### config.mk
export PLATFORM = sky130hd
export DESIGN_NAME = vga_rx_decoder
export DESIGN_NICKNAME = d
export VERILOG_FILES = /design/src/rtl/vga_timing_pkg.sv /design/src/rtl/vga_rx_crc16.sv /design/src/rtl/vga_rx_decoder.sv
export SDC_FILE = /design/constraint.sdc
export NUM_CORES = 1
export LEC_CHECK = 0
export CAP_MARGIN = 20
export CORE_MARGIN = 10
export CORE_UTILIZATION = 38
export DETAILED_ROUTE_END_ITERATION = 16
export MAX_ROUTING_LAYER = met4
export PLACE_DENSITY = 0.6
export RECOVER_POWER = 100
export SYNTH_ARGS = -nofsm -noshare
export SYNTH_HDL_FRONTEND = slang
export SYNTH_SLANG_ARGS = --single-unit
### constraint.sdc
create_clock -name clk -period 3.8 [get_ports clk]
set_clock_uncertainty 0.15 [all_clocks]
set_input_delay 0.38 -clock clk [delete_from_list [all_inputs] [get_ports clk]]
set_output_delay 0.38 -clock clk [all_outputs]
set_load 0.02 [all_outputs]
### src/rtl/vga_timing_pkg.sv
// vga_timing_pkg
// Raster constants for the 640x480@60 (800x525 total) VGA stream, the receive
// FSM state type, and the CRC-16-CCITT step used by the optional frame CRC.
// No ports.
package vga_timing_pkg;

  localparam int H_ACTIVE = 640;
  localparam int H_FP     = 16;
  localparam int H_SYNC   = 96;
  localparam int H_BP     = 48;
  localparam int H_TOTAL  = H_ACTIVE + H_FP + H_SYNC + H_BP;
  localparam int HS_START = H_ACTIVE + H_FP;
  localparam int HS_END   = HS_START + H_SYNC - 1;

  localparam int V_ACTIVE = 480;
  localparam int V_FP     = 10;
  localparam int V_SYNC   = 2;
  localparam int V_BP     = 33;
  localparam int V_TOTAL  = V_ACTIVE + V_FP + V_SYNC + V_BP;
  localparam int VS_START = V_ACTIVE + V_FP;
  localparam int VS_END   = VS_START + V_SYNC - 1;

  typedef enum logic [1:0] {HUNT, HLOCK, LOCKED} rx_state_t;

  localparam logic [15:0] CRC_POLY = 16'h1021;
  localparam logic [15:0] CRC_INIT = 16'hFFFF;

  // One 12-bit pixel folded into the CRC, MSB first.
  function automatic logic [15:0] crc16_12(input logic [15:0] crc_in,
                                           input logic [11:0] data);
    logic [15:0] c;
    c = crc_in;
    for (int i = 11; i >= 0; i--) begin
      if (c[15] ^ data[i]) c = {c[14:0], 1'b0} ^ CRC_POLY;
      else                 c = {c[14:0], 1'b0};
    end
    return c;
  endfunction

endpackage

### src/rtl/vga_rx_crc16.sv
// vga_rx_crc16
// CRC-16-CCITT accumulator, one 12-bit pixel per enabled clk.
// Ports: clk, reset (async, active low), en (fold data in), clr (re-init,
// wins over en), data[11:0], crc[15:0] (running state).
module vga_rx_crc16
  import vga_timing_pkg::*;
(
  input  logic        clk,
  input  logic        reset,
  input  logic        en,
  input  logic        clr,
  input  logic [11:0] data,
  output logic [15:0] crc
);

  always_ff @(posedge clk or negedge reset) begin
    if (!reset)   crc <= CRC_INIT;
    else if (clr) crc <= CRC_INIT;
    else if (en)  crc <= crc16_12(crc, data);
  end

endmodule

### src/rtl/vga_rx_decoder.sv
// vga_rx_decoder
// Locks onto an incoming VGA hsync/vsync/rgb stream sampled on each pixel tick,
// regenerates pixel coordinates, flags active video and reports sync errors.
// Ports:
//   clk, reset (async, active low), tick (pixel strobe)
//   hsync, vsync (active low), rgb[11:0]             - incoming stream
//   rx_x, rx_y, rx_rgb, rx_valid                     - recovered pixel
//   locked, frame_done, sync_err, err_count[7:0]     - status
//   frame_crc[15:0]                                  - previous frame CRC
// Build option: define VGA_RX_CRC_EN to include the frame CRC; otherwise
// frame_crc is tied to zero.
//
// state  | meaning
// HUNT   | waiting for an hsync fall; counters held
// HLOCK  | x aligned to hsync, waiting for vsync fall at x==0
// LOCKED | raster aligned; every sample checked against expected sync
module vga_rx_decoder
  import vga_timing_pkg::*;
#(
  parameter int H_ACTIVE = vga_timing_pkg::H_ACTIVE,
  parameter int H_FP     = vga_timing_pkg::H_FP,
  parameter int H_SYNC   = vga_timing_pkg::H_SYNC,
  parameter int H_BP     = vga_timing_pkg::H_BP,
  parameter int V_ACTIVE = vga_timing_pkg::V_ACTIVE,
  parameter int V_FP     = vga_timing_pkg::V_FP,
  parameter int V_SYNC   = vga_timing_pkg::V_SYNC,
  parameter int V_BP     = vga_timing_pkg::V_BP
) (
  input  logic        clk,
  input  logic        reset,
  input  logic        tick,
  input  logic        hsync,
  input  logic        vsync,
  input  logic [11:0] rgb,
  output logic [9:0]  rx_x,
  output logic [9:0]  rx_y,
  output logic [11:0] rx_rgb,
  output logic        rx_valid,
  output logic        locked,
  output logic        frame_done,
  output logic        sync_err,
  output logic [7:0]  err_count,
  output logic [15:0] frame_crc
);

  localparam logic [9:0] HT_LAST  = 10'(H_ACTIVE + H_FP + H_SYNC + H_BP - 1);
  localparam logic [9:0] VT_LAST  = 10'(V_ACTIVE + V_FP + V_SYNC + V_BP - 1);
  localparam logic [9:0] HS_FIRST = 10'(H_ACTIVE + H_FP);
  localparam logic [9:0] HS_LAST  = 10'(H_ACTIVE + H_FP + H_SYNC - 1);
  localparam logic [9:0] VS_FIRST = 10'(V_ACTIVE + V_FP);
  localparam logic [9:0] VS_LAST  = 10'(V_ACTIVE + V_FP + V_SYNC - 1);
  localparam logic [9:0] HA       = 10'(H_ACTIVE);
  localparam logic [9:0] VA       = 10'(V_ACTIVE);

  rx_state_t  state;
  logic [9:0] x, y;
  logic [9:0] cx, cy;
  logic       prev_h, prev_v;
  logic       fall_h, fall_v;
  logic       exp_h, exp_v;
  logic       mismatch, in_active, at_last;

  // x/y hold the coordinate of the last sample; cx/cy are the coordinate the
  // current sample gets if the raster free-runs.
  assign cx = (x == HT_LAST) ? 10'd0 : x + 10'd1;
  assign cy = (x != HT_LAST) ? y : ((y == VT_LAST) ? 10'd0 : y + 10'd1);

  assign fall_h    = prev_h & ~hsync;
  assign fall_v    = prev_v & ~vsync;
  assign exp_h     = ~((cx >= HS_FIRST) && (cx <= HS_LAST));
  assign exp_v     = ~((cy >= VS_FIRST) && (cy <= VS_LAST));
  assign mismatch  = (hsync != exp_h) || (vsync != exp_v);
  assign in_active = (cx < HA) && (cy < VA);
  assign at_last   = (cx == HA - 10'd1) && (cy == VA - 10'd1);

  assign rx_x = x;
  assign rx_y = y;

  always_ff @(posedge clk or negedge reset) begin
    if (!reset) begin
      state      <= HUNT;
      x          <= '0;
      y          <= '0;
      prev_h     <= 1'b1;
      prev_v     <= 1'b1;
      rx_rgb     <= '0;
      rx_valid   <= 1'b0;
      locked     <= 1'b0;
      frame_done <= 1'b0;
      sync_err   <= 1'b0;
      err_count  <= '0;
    end else begin
      sync_err   <= 1'b0;
      frame_done <= 1'b0;
      if (tick) begin
        prev_h <= hsync;
        prev_v <= vsync;
        rx_rgb <= rgb;
        case (state)
          HUNT: begin
            rx_valid <= 1'b0;
            locked   <= 1'b0;
            if (fall_h) begin
              x     <= HS_FIRST;
              state <= HLOCK;
            end
          end
          HLOCK: begin
            x        <= cx;
            y        <= cy;
            rx_valid <= 1'b0;
            if (fall_h && (cx != HS_FIRST)) begin
              state <= HUNT;
            end else if (fall_v && (cx == 10'd0)) begin
              y      <= VS_FIRST;
              state  <= LOCKED;
              locked <= 1'b1;
            end
          end
          LOCKED: begin
            x <= cx;
            y <= cy;
            if (mismatch) begin
              sync_err <= 1'b1;
              if (err_count != 8'hFF) err_count <= err_count + 8'd1;
              state    <= HUNT;
              locked   <= 1'b0;
              rx_valid <= 1'b0;
            end else begin
              rx_valid <= in_active;
              if (at_last) frame_done <= 1'b1;
            end
          end
          default: state <= HUNT;
        endcase
      end
    end
  end

`ifdef VGA_RX_CRC_EN
  logic [15:0] crc;
  logic        crc_en, crc_clr, crc_take;

  assign crc_en   = tick && (state == LOCKED) && !mismatch && in_active;
  assign crc_take = tick && (state == LOCKED) && !mismatch && at_last;
  assign crc_clr  = tick && (state == LOCKED) && (mismatch || at_last);

  vga_rx_crc16 u_crc (
    .clk   (clk),
    .reset (reset),
    .en    (crc_en),
    .clr   (crc_clr),
    .data  (rgb),
    .crc   (crc)
  );

  // The last pixel is folded in here directly since the engine re-inits on
  // the same edge.
  always_ff @(posedge clk or negedge reset) begin
    if (!reset)        frame_crc <= '0;
    else if (crc_take) frame_crc <= crc16_12(crc, rgb);
  end
`else
  assign frame_crc = 16'h0000;
`endif

endmodule

After elaboration in Yosys (flattened, before gate mapping)
Cells that the tools add are included.
{"block": "classes", "shift": 0, "n_bitwise": 6, "div_mod_pow": 0, "add_sub_neg": 3, "n_mux": 26, "eq_ne": 16, "n_lt_le_gt_ge": 6, "mul": 0, "n_reduce_logical": 21}
{"op": "two-way mux 10 bit", "n": 6}
{"op": "case mux 10 bit (2 select lines)", "n": 2}
{"op": "equality test 10 bit, second input constant", "n": 3}
{"op": "adder 10 x 1 -> 10 bit, second input constant", "n": 2}
{"op": "!= test 10 bit, second input constant", "n": 2}
{"op": "two-way mux 1 bit", "n": 11}
{"op": "equality test 10 x 9 -> 1 bit, second input constant", "n": 1}
{"op": "greater-or-equal comparator 10 bit, second input constant", "n": 1}
{"op": "greater-or-equal comparator 10 x 9 -> 1 bit, second input constant", "n": 1}
{"op": "less-or-equal comparator 10 bit, second input constant", "n": 1}
{"op": "less-or-equal comparator 10 x 9 -> 1 bit, second input constant", "n": 1}
{"op": "zero test 10 bit", "n": 1}
{"op": "less-than comparator 10 bit, second input constant", "n": 1}
{"op": "less-than comparator 10 x 9 -> 1 bit, second input constant", "n": 1}
{"op": "adder 8 x 1 -> 8 bit, second input constant", "n": 1}
{"op": "two-way mux 2 bit", "n": 4}
{"op": "!= test 2 bit, second input constant", "n": 4}
{"op": "!= test 8 bit, second input constant", "n": 1}
{"op": "AND reduction 4 bit", "n": 2}
{"op": "logical AND 1 bit", "n": 6}
{"op": "case mux 2 bit (3 select lines)", "n": 1}
{"op": "nonzero test 2 bit", "n": 3}
{"op": "AND reduction 5 bit", "n": 1}
{"op": "inverter 1 bit", "n": 4}
{"op": "13 further kinds", "n": 17}
{"block": "word_totals", "latchBits": 0, "output_inout_bits": 60, "wordCells": 89, "ramBits": 0, "ff_bits": 48, "in_bits": 17, "memories": 0, "rom_bits": 0}

Longest topological paths before layout
{"block": "depth", "word_depth": 11, "ltp_mapped": 12, "mapped_depth_nobuf": 10}

Worst setup path after synthesis
Ideal clock, no wire load.
{"block": "synth_path", "kind": "register to register", "start": "register x[1], in the netlist rx_x[1]", "end": "register locked", "setup_time_ns": 0.126, "n_path_buf": 2, "arrival_time_ns": 2.851, "synth_period_minus_slack_ns": 3.127, "stages_incl_launch_ff": 12, "setup_slack_ns": 0.673, "required_time_ns": 3.524, "path_cell_list": "dfrtp_1 ha_1 buf_4 nor3b_4 nand3_2 nor4_1 o21ai_1 or4_1 a22o_1 buf_6 o2111a_1 o32a_1"}
{"block": "synth_between", "elab_chain_cells": 9, "elab_cells_between_ends": 24, "classes_between": "add/sub: 1; order compare: 4; eq/ne: 8; mux: 2; bitwise: 2; reduce/logical: 7"}
{"item": "start, declared", "line": "vga_rx_decoder.sv:56", "rtl": "logic [9:0] x, y;"}
{"item": "start signal, assigned", "line": "vga_rx_decoder.sv:82", "rtl": "x <= '0;"}
{"item": "start signal, assigned", "line": "vga_rx_decoder.sv:104", "rtl": "x <= HS_FIRST;"}
{"item": "start signal, assigned", "line": "vga_rx_decoder.sv:109", "rtl": "x <= cx;"}
{"item": "adder 10 x 1 -> 10 bit (tied with other cells)", "line": "vga_rx_decoder.sv:65", "rtl": "assign cx = (x == HT_LAST) ? 10'd0 : x + 10'd1;"}
{"item": "two-way mux 10 bit, on equally long branches", "line": "vga_rx_decoder.sv:65, vga_rx_decoder.sv:66"}
{"item": "greater-or-equal comparator 10 bit (tied with other cells)", "line": "vga_rx_decoder.sv:70", "rtl": "assign exp_h = ~((cx >= HS_FIRST) && (cx <= HS_LAST));"}
{"item": "logical AND 1 bit, on equally long branches", "line": "vga_rx_decoder.sv:70, vga_rx_decoder.sv:71"}
{"item": "inverter 1 bit, on equally long branches", "line": "vga_rx_decoder.sv:70, vga_rx_decoder.sv:71"}
{"item": "!= test 1 bit", "line": "vga_rx_decoder.sv:72", "rtl": "assign mismatch = (hsync != exp_h) || (vsync != exp_v);"}
{"item": "logical OR 1 bit", "line": "vga_rx_decoder.sv:72"}
{"item": "!= test 2 bit (no line)"}
{"item": "AND reduction 5 bit (no line) *"}
{"item": "end signal, assigned", "line": "vga_rx_decoder.sv:88", "rtl": "locked <= 1'b0;"}
{"item": "end signal, assigned", "line": "vga_rx_decoder.sv:102", "rtl": "locked <= 1'b0;"}
{"item": "end signal, assigned", "line": "vga_rx_decoder.sv:117", "rtl": "locked <= 1'b1;"}
{"item": "end, declared", "line": "vga_rx_decoder.sv:39", "rtl": "output logic locked,"}
Mark *: on every way between the ends. The rest lies on a longest branch, timed or not.
A chain may end at the register's enable or synchronous reset.

Final worst setup path
{"block": "layout_path", "start": "register x[0], in the netlist rx_x[0]", "end": "register frame_done"}
{"block": "layout_between", "elab_chain_cells": 10, "elab_cells_between_ends": 23, "classes_between": "add/sub: 1; order compare: 4; eq/ne: 6; mux: 6; bitwise: 2; reduce/logical: 4"}
{"item": "adder 10 x 1 -> 10 bit (tied with other cells)", "line": "vga_rx_decoder.sv:65"}
{"item": "two-way mux 10 bit, on equally long branches", "line": "vga_rx_decoder.sv:65, vga_rx_decoder.sv:66"}
{"item": "greater-or-equal comparator 10 bit (tied with other cells)", "line": "vga_rx_decoder.sv:70"}
{"item": "logical AND 1 bit, on equally long branches", "line": "vga_rx_decoder.sv:70, vga_rx_decoder.sv:71"}
{"item": "inverter 1 bit, on equally long branches", "line": "vga_rx_decoder.sv:70, vga_rx_decoder.sv:71"}
{"item": "!= test 1 bit", "line": "vga_rx_decoder.sv:72"}
{"item": "logical OR 1 bit", "line": "vga_rx_decoder.sv:72"}
{"item": "two-way mux 1 bit *", "line": "vga_rx_decoder.sv:123", "rtl": "if (mismatch) begin"}
{"item": "two-way mux 1 bit *", "line": "vga_rx_decoder.sv:99", "rtl": "case (state)"}
{"item": "two-way mux 1 bit *", "line": "vga_rx_decoder.sv:95", "rtl": "if (tick) begin"}
{"item": "end signal, assigned", "line": "vga_rx_decoder.sv:89", "rtl": "frame_done <= 1'b0;"}
{"item": "end signal, assigned", "line": "vga_rx_decoder.sv:94", "rtl": "frame_done <= 1'b0;"}
{"item": "end signal, assigned", "line": "vga_rx_decoder.sv:131", "rtl": "if (at_last) frame_done <= 1'b1;"}
{"item": "end, declared", "line": "vga_rx_decoder.sv:40", "rtl": "output logic frame_done,"}
Marked as above.

==> impl_metrics.csv <==
group,metric,value,unit
outcome,outcome,"finished, violations left",
outcome,violations,"max-capacitance violations, max-slew violations",
cts,cts_max_path_buffers,2,
pwr,vdd_drop_max,0.0002035,V
timing,finalCritPeriodShare,92.17,%
finish,final_cell_mix,"dfrtp_1 (46), dlygate4sd3_1 (46), nand2_1 (33)",
detailed_routing,top_layer_used,"met4",
worst_setup_path,required,3.86,ns
pwr,clkPwrFrac,27.0,%
grt,grt_pass1_wl,14630,um
grt,grt_overflow,0,
pwr,p_total,0.001550,W
pwr,p_per_area,385.1,mW/mm^2
floorplan,die_x,113.0,um
floorplan,dieArea,0.01276,sq mm
timing,setup_violations,0,
detailed_routing,wl_met2,3940,um
floorplan,initial_core_util,39.57,%
hold_path,worstHoldPathType,"register to register",
timing,hold_viol,0,
timing,rsz0062_at_grt,"no",
job,max-cap-violations,1,
yosys,synth_top_area_share,35.05,%
floorplan,rows,33,
finish,drive_above_1_share,10.19,%
worst_setup_path,startpoint_type,"register",
timing,fin_crit,3.502,ns
cts,htreeDepth,2,
pwr,leakage,1.634,nW
timing,max_freq,285.5,MHz
cts,tritoncts,"yes",
pwr,p_sw_share,36.41,%
yosys,synth_area_leader_cell,"dfrtp_1",
pwr,seqPwrFrac,41.0,%
detailed_routing,wl_met1,4321,um
placed_design,gp_congestion,0.8667,
pwr,p_sw,0.0005643,W
timing,worst_pin_slew,1.700,ns
detailed_routing,drt_iter0_markers,157,
cts,clkTransAtPathRegs,0.10,ns
cts,root_buffer,"clkbuf_8",
detailed_routing,dr_total_vias,2937,
finish,antenna_cells,0,
detailed_routing,dr_wl_met3,519,um
yosys,yosysUniqueCellTypes,69,
placed_design,dp_hpwl,6601,um
yosys,avgSynthCellArea,8.949,sq um
floorplan,core,0.008299,sq mm
cts,cts_num_sinks,48,
yosys,synth_edf_count,0,
yosys,ys_async_sr_fraction,100.0,%
detailed_routing,firstDrtPassIters,5,
worst_setup_path,path_class,"register to register",
detailed_routing,drc,0,
grt,grt_antenna_before_repair,0,
hold_path,hold_depth,1,
yosys,synth.area.top_cells,"dfrtp_1 (35%), mux2_2 (4.8%), buf_4 (4.1%)",
cts,post_cts_resized,0,
floorplan,die_h,113.0,um
detailed_routing,wirelength,8858,um
yosys,syn_inst,367,
worst_setup_path,cp_max_fo,15,
pwr,internal_power,0.0009854,W
timing,fin_tns_setup,0,ns
grt,grt_usage,13.87,%
worst_setup_path,r2r_cells,9,
finish,fin_nets,447,
yosys,yosys_register_bits,48,
detailed_routing,avgRoutedWirePerCell,16.81,um
grt,grt_max_degree,33,
yosys,synth_flop_cell,"dfrtp_1",
cts,cts_made_buffers,5,
floorplan,io_pins,77,
cts,cts_setup_buffers,0,
timing,slew_viol_final,33,
detailed_routing,viasPerCell,5.573,
timing,relSlewSlack,-13.32,%
worst_setup_path,worstPathArrival,3.56,ns
pwr,p_comb_share,32.1,%
yosys,yosysWarnings,0,
worst_setup_path,endpoint_kind,"register",
placed_design,io_buffers,60,
detailed_routing,ant_nets,0,
cts,clk_latency,0.31,ns
yosys,ys_seq_area_share,36.65,%
yosys,syn_area,0.003284,sq mm
finish,area_growth,22.51,%
grt,grt_pass1_vias,2848,
cts,cts.hold.buffers_added,1,
## final timing paths
| path | start | slack (ns) | endpoint |
|---|---|---|---|
| setup / recovery | rx_x[0] | 0.30 | frame_done |
| hold / removal | err_count[4] | 0.35 | err_count[4] |
| setup reg to reg | rx_x[0] | 0.30 | frame_done |
| hold reg to reg | err_count[4] | 0.35 | err_count[4] |
| max in group asynchronous | reset | 0.81 | rx_y[5] |
| min in group asynchronous | reset | 0.59 | rx_x[1] |
## flip-flops by register name, indices dropped and copies added, names as in the netlist
| name | count |
|---|---|
| rx_rgb | 12 |
| rx_x | 10 |
| rx_y | 10 |
| err_count | 8 |
| state | 2 |
| frame_done | 1 |
| locked | 1 |
| prev_h | 1 |
| prev_v | 1 |
| rx_valid | 1 |
| sync_err | 1 |
## routing by layer
| layer | vias to the layer above | GRT usage (%) |
|---|---|---|
| li1 | 1420 | - |
| met1 | 1411 | 19.16 |
| met2 | 100 | 20.01 |
| met3 | 6 | 3.222 |
| met4 | 0 | 3.130 |
| met5 | - | - |
## cells in the mapped netlist, types with 3 or more instances
cell type / instances
nand2_1: 33
buf_6: 3
xnor2_1: 12
nor2_1: 18
o41ai_1: 3
nand3_1: 19
a21oi_1: 12
o211ai_1: 3
ha_1: 9
and3_1: 11
o22ai_1: 3
nand4_1: 8
buf_4: 18
mux2_2: 14
a31o_2: 3
o22a_1: 3
buf_2: 5
o21ai_0: 25
a31oi_1: 6
clkbuf_1: 11
nand2b_1: 5
inv_1: 15
nor2b_1: 6
o31ai_1: 6
dfrtp_1: 46
nor3_1: 11
nor4_1: 4
## cell type report
type | instances | area [sq um]
Timing Repair Buffer | 70 | 664.4
Sequential cell | 48 | 1204
Inverter | 15 | 56.30
Clock buffer | 7 | 96.34
Clock inverter | 1 | 30.03
Multi-Input combinational cell | 281 | 1842
Fill cell | 802 | 4275
Tap cell | 105 | 131.4
## power groups by stage
stage          clock [W]  sequential (W)  combinational (W)
2_1_floorplan          0        0.000657           0.000330
3_3_place_gp           0        0.000644           0.000513
3_5_place_dp           0        0.000647           0.000512
4_1_cts         0.000431        0.000636           0.000516
5_1_grt         0.000450        0.000648           0.000550
6_report        0.000418        0.000635           0.000497
## metrics by stage
| stage | hold WS, ns | util [%] | setup slack (ns) | cells | cell area [sq um] |
|---|---|---|---|---|---|
| 2_1_floorplan | -0.06559 | - | 0.6732 | 382 | 3341 |
| 3_3_place_gp | 0.1780 | 46.95 | 0.3981 | 518 | 3896 |
| 3_5_place_dp | 0.1836 | 46.95 | 0.3334 | 518 | 3896 |
| 4_1_cts | 0.3544 | 48.59 | 0.3110 | 527 | 4033 |
| 5_1_grt | 0.3772 | 48.48 | 0.03042 | 527 | 4024 |
| 6_report | 0.3453 | 48.48 | 0.2977 | 527 | 4024 |
## worst max-delay path: stages (launching register included)
cell	delay (ns)
dfrtp_1	0.45
ha_1	0.35
nor3b_4	0.28
nand3_2	0.30
nor4_1	0.35
o21ai_1	0.13
or4_1	0.49
a22o_1	0.38
nor2_1	0.27
nor4b_1	0.25
## cell families after synthesis
group                    synth area share, %
buffers and inverters                  8.990
AO/OA/AOI/OAI                          19.39
XOR/XNOR                               3.467
multiplexers                           5.410
AND/OR/NAND/NOR                        22.55
other                                 0.1142
flip-flops                             36.65
adder cells (fa/ha/maj)                3.429
Power figures use the tool's default switching activity.
